**src/rtl/irq_pkg.sv**
```systemverilog
// irq_pkg: shared types and defaults for the interrupt source controller.
package irq_pkg;
    typedef enum logic [1:0] {IDLE, ASSERT, WAIT_ACK} irq_state_t;
    typedef enum logic {SRC_KEY, SRC_ETH} irq_src_t;
    localparam int KEY_W_DEF = 8;
    localparam int DATA_W_DEF = 32;
endpackage

```
**src/rtl/irq_eth_fifo.sv**
```systemverilog
// irq_eth_fifo: synchronous FIFO for received Ethernet words.
module irq_eth_fifo #(
    parameter int DATA_W = 32,
    parameter int FIFO_DEPTH = 4
) (
    input  logic              clk,
    input  logic              rst,
    input  logic              push,
    input  logic [DATA_W-1:0] din,
    input  logic              pop,
    output logic [DATA_W-1:0] head,
    output logic              full,
    output logic              empty
);
    localparam int AW = $clog2(FIFO_DEPTH);
    localparam logic [AW:0] ONE = 1;
    logic [DATA_W-1:0] mem [FIFO_DEPTH];
    logic [AW:0] wp, rp;
    assign empty = wp == rp;
    assign full = (wp[AW] != rp[AW]) && (wp[AW-1:0] == rp[AW-1:0]);
    assign head = mem[rp[AW-1:0]];
    always_ff @(posedge clk) begin
        if (push && !full) mem[wp[AW-1:0]] <= din;
    end
    always_ff @(posedge clk) begin
        if (rst) begin
            wp <= '0;
            rp <= '0;
        end else begin
            if (push && !full) wp <= wp + ONE;
            if (pop && !empty) rp <= rp + ONE;
        end
    end
endmodule

```
**src/rtl/irq_source_ctrl.sv**
```systemverilog
// irq_source_ctrl: serialises key and Ethernet events into one acknowledged
// interrupt at a time, re-pulsing when the handler does not acknowledge in time.
module irq_source_ctrl
    import irq_pkg::*;
#(
    parameter int DATA_W = DATA_W_DEF,
    parameter int KEY_W = KEY_W_DEF,
    parameter int FIFO_DEPTH = 4,
    parameter int ACK_TIMEOUT = 64
) (
    input  logic              clk,
    input  logic              rst,
    input  logic              key_valid,
    input  logic [KEY_W-1:0]  key_data,
    input  logic              eth_valid,
    input  logic [DATA_W-1:0] eth_data,
    output logic              eth_ready,
    input  logic              int_ack,
    output logic              interrupt_key,
    output logic              interrupt_eth,
    output logic [DATA_W-1:0] interrupt_source_data,
    output logic              key_dropped,
    output logic              busy
);
    localparam int CW = $clog2(ACK_TIMEOUT);
    localparam logic [CW-1:0] CNT_LAST = CW'(ACK_TIMEOUT - 1);
    localparam logic [CW-1:0] CNT_ONE = 1;
    irq_state_t state, state_n;
    irq_src_t sel, sel_n;
    logic [DATA_W-1:0] data_n, head;
    logic [CW-1:0] cnt, cnt_n;
    logic [KEY_W-1:0] key_code;
    logic key_pending, full, empty, push, retire, key_clear, pop;
    assign eth_ready = !rst && !full;
    assign push = eth_valid && eth_ready;
    assign retire = int_ack && state != IDLE;
    assign key_clear = retire && sel == SRC_KEY;
    assign pop = retire && sel == SRC_ETH;
    assign interrupt_key = state == ASSERT && sel == SRC_KEY;
    assign interrupt_eth = state == ASSERT && sel == SRC_ETH;
    assign busy = state != IDLE;
    irq_eth_fifo #(.DATA_W(DATA_W), .FIFO_DEPTH(FIFO_DEPTH)) u_fifo (
        .clk(clk), .rst(rst), .push(push), .din(eth_data), .pop(pop),
        .head(head), .full(full), .empty(empty)
    );
    always_comb begin
        state_n = state;
        sel_n = sel;
        data_n = interrupt_source_data;
        cnt_n = cnt;
        case (state)
            IDLE: begin
                if (key_pending) begin
                    state_n = ASSERT;
                    sel_n = SRC_KEY;
                    data_n = DATA_W'(key_code);
                end else if (!empty) begin
                    state_n = ASSERT;
                    sel_n = SRC_ETH;
                    data_n = head;
                end
            end
            ASSERT: begin
                state_n = int_ack ? IDLE : WAIT_ACK;
                cnt_n = '0;
            end
            WAIT_ACK: begin
                // ack takes precedence over a simultaneous timeout
                if (int_ack) state_n = IDLE;
                else if (cnt == CNT_LAST) state_n = ASSERT;
                else cnt_n = cnt + CNT_ONE;
            end
            default: state_n = IDLE;
        endcase
    end
    always_ff @(posedge clk) begin
        if (rst) begin
            state <= IDLE;
            sel <= SRC_KEY;
            interrupt_source_data <= '0;
            cnt <= '0;
            key_pending <= 1'b0;
            key_code <= '0;
            key_dropped <= 1'b0;
        end else begin
            state <= state_n;
            sel <= sel_n;
            interrupt_source_data <= data_n;
            cnt <= cnt_n;
            key_dropped <= key_valid && key_pending && !key_clear;
            if (key_valid && (!key_pending || key_clear)) begin
                key_pending <= 1'b1;
                key_code <= key_data;
            end else if (key_clear) begin
                key_pending <= 1'b0;
            end
        end
    end
endmodule

```
**config.mk**
```make
export PLATFORM = sky130hd
export DESIGN_NAME = irq_source_ctrl
export DESIGN_NICKNAME = d
export VERILOG_FILES = /design/src/rtl/irq_pkg.sv /design/src/rtl/irq_eth_fifo.sv /design/src/rtl/irq_source_ctrl.sv
export SDC_FILE = /design/constraint.sdc
export NUM_CORES = 1
export LEC_CHECK = 0
export ABC_AREA = 1
export ABC_CLOCK_PERIOD_IN_PS = 4100
export CORE_UTILIZATION = 31
export CTS_CLUSTER_DIAMETER = 30
export DETAILED_ROUTE_END_ITERATION = 16
export GPL_ROUTABILITY_DRIVEN = 0
export PLACE_DENSITY = 0.48
export REMOVE_ABC_BUFFERS = 1
export SYNTH_ARGS = -nofsm -noshare
export SYNTH_HDL_FRONTEND = slang
export SYNTH_SLANG_ARGS = --single-unit
export TNS_END_PERCENT = 1
```
**constraint.sdc**
```tcl
create_clock -name clk -period 4.1 [get_ports clk]
set_input_delay 0.82 -clock clk [delete_from_list [all_inputs] [get_ports clk]]
set_output_delay 0.82 -clock clk [all_outputs]
set_load 0.01 [all_outputs]
```
==> out/qor.yml <==
cts:
  cts_buffers: 17
  clk_path_buf_depth: 2
  insertion_delay_ns: 0.43
  clk_pin_slew_ns: 0.07
  cts_resized: 0
  cts.sinks: 187
  post_cts_buffers: 0
  root_buffer: "clkbuf_16"
  postCtsHoldBufs: 0
  cts_tree: "built"
  h-tree-depth: 4
timing:
  whs_ns: 0.444
  setup_ws_ns: 1.35
  fmax_ghz: 0.364
  finalSetupViolations: 0
  min_period_over_period: 0.670
  tns_ns: 0
  tightest_slew_ns: 0.907
  max_slew_margin: 0.393
  worst_clock_skew_ns: 0.0124
  fin_crit_ns: 2.75
  hold_viol: 0
  rsz0062_at_grt: "false"
  drv_slew: 0
route:
  drtPass1Iterations: 4
  drc: 0
  routedWlPerCell_um: 14.3
  drt_iter0_markers: 409
  vias_per_cell: 4.31
  wirelength_um: 18300
  final_antenna_net_count: 0
  vias: 5509
synth:
  yosysWarnings: 0
  avgSynthCellArea_um2: 9.32
  yosysSeqAreaShare: 0.627
  ys_types: 30
  ys_top_cells_by_area: "edfxtp_1 (48%), dfxtp_1 (15%), nand2_1 (11%)"
  yosys_register_bits: 187
  netlist_instances: 859
  syn_area_um2: 8010
  synth.largest_area_cell: "edfxtp_1"
  synth_top_cell_area_share: 0.480
place:
  hpwl_um: 11000
  place_inst: 1246
  pre_cts_ws_ns: 1.01
  portBuffers: 81
  place_area_um2: 9160
pwr:
  switching_share: 0.252
  power.share.combinational: 0.108
  power_density_nw_per_um2: 433
  peakVddDrop_uv: 224
  power_leakage_nw: 4.10
  p_clk_frac: 0.389
  p_seq_frac: 0.503
  p_sw_mw: 1.06
  total_power_mw: 4.22
  p_int_mw: 3.16
grt:
  grt_use_met2: 0.245
  grt_overflow: 0
  gr-usage-met1: 0.195
  grt_usage: 0.147
  grtUsageMet3: 0.0316
  grt_max_degree: 65
  grt_busiest_layer: "met2"
  antenna_found_initial: 0
  grt_pass1_wl_um: 29700
  grt_pass1_vias: 5439
hold_path:
  hold_depth: 2
  min_from: "key_code[7]"
  holdPathEnd: "key_code[7]"
  hp-class: "register to register"
layout:
  nets: 986
  fin_util: 0.386
  register_area_um2: 5030
  drive_gt1_frac: 0.0717
  stdcell_count: 1278
  fillers: 2499
  areaGrowthSynthToFinish_pct: 21.7
  antennaDiodeCount: 0
  multi_input_area_um2: 2170
  layout_commonest_cell: "nand2_1"
  fin_area_um2: 9750
  final_cell_mix: "nand2_1 (241), inv_1 (165), edfxtp_1 (128), clkdlybuf4s50_1 (80), nand3_1 (78)"
floorplan:
  die_area_um2: 26500
  io_pins: 82
  core_area_um2: 25300
  num_rows: 58
  start_util: 0.317
  die-width_um: 163
  die_height_um: 163
worst_setup_path:
  worstPathMaxFanout: 5
  reg2reg_from: "u_fifo.wp[0]"
  required_ns: 3.28
  r2r_end: "u_fifo.mem[3][29]"
  criticalPathCategory: "register to primary output"
  worstPathArrival_ns: 1.93
  regToRegSetupSlack_ns: 1.66
  cp-start-kind: "register"
  reg2reg_depth: 7
  worstSetupEndpointType: "primary output"
job:
  maxCapViolCount: 0
run_status:
  outcome: "completed"
[kinds of logic after synthesis]
logic type,Yosys count,synth area share
buf+inv,208,0.105
simple gates,394,0.215
flops,187,0.627
compound gates,61,0.0384
fa+ha+maj,6,0.00937
xor+xnor,3,0.00422
[synthesized netlist by cell type]
cell type	instances
nand2_1	241
nand4_1	28
xor2_1	2
nand3_2	1
inv_2	3
nor2_1	29
o21bai_1	1
buf_4	2
clkinv_1	1
edfxtp_1	128
o21ai_1	2
nor3_1	2
clkbuf_1	19
inv_1	165
and3_1	1
xnor2_2	1
dfxtp_1	59
buf_6	5
buf_2	13
nand2_4	1
nand4_2	1
or2_4	1
o21ai_0	15
a21oi_1	43
nor3b_1	2
nand2_2	5
nand3_1	78
nor2_4	3
ha_1	6
nand3b_1	1
[power by group through the flow]
stage / clock network, mW / logic, mW / registers [mW]
6_report: 1.64 / 0.456 / 2.12
2_1_floorplan: 0 / 0.208 / 2.18
4_1_cts: 1.68 / 0.467 / 2.12
3_5_place_dp: 0 / 0.464 / 2.17
5_1_grt: 1.75 / 0.511 / 2.13
3_3_place_gp: 0 / 0.463 / 2.17
[worst max path at each step]
stage | slack (ns) | endpoint | from
2_1_floorplan | 0.82 | u_fifo.mem[0][0] | rst
3_3_place_gp | 1.11 | u_fifo.mem[0][17] | eth_valid
3_5_place_dp | 1.01 | u_fifo.mem[3][29] | eth_valid
4_1_cts | 1.31 | eth_ready | u_fifo.wp[0]
5_1_grt | 1.17 | eth_ready | u_fifo.wp[0]
6_report | 1.35 | eth_ready | u_fifo.wp[0]
[metal layers]
metal | vias to the layer above | routed length, um | part of all wire
met5 | - | 0 | 0
li1 | 2887 | - | -
met2 | 76 | 8490 | 0.46
met3 | 9 | 509 | 0.028
met4 | 0 | 149 | 0.0081
met1 | 2537 | 9160 | 0.50
[layout make-up]
| type | count | share of cell area |
|---|---|---|
| sequential | 187 | 0.515 |
| multi-input combinational | 464 | 0.223 |
| timing repair buffer | 96 | 0.0942 |
| inverter | 169 | 0.0651 |
| clock buffer | 19 | 0.0465 |
| tap | 330 | 0.0423 |
| clock inverter | 13 | 0.0137 |
[registers in the layout, summed over array words and instances (netlist names), named ones only]
register,count
key_code,8
sel,1
u_fifo.rp,3
key_pending,1
u_fifo.wp,3
interrupt_source_data,32
state,2
u_fifo.mem,128
cnt,6
key_dropped,1
[critical path, stage by stage (launching register included)]
cell,delay (ns)
dfxtp_1,0.42
inv_2,0.08
nand2_1,0.06
nand2_1,0.10
nand3_1,0.16
nand2_1,0.07
inv_1,0.08
clkdlybuf4s50_1,0.53
Power figures use the tool's default switching activity.
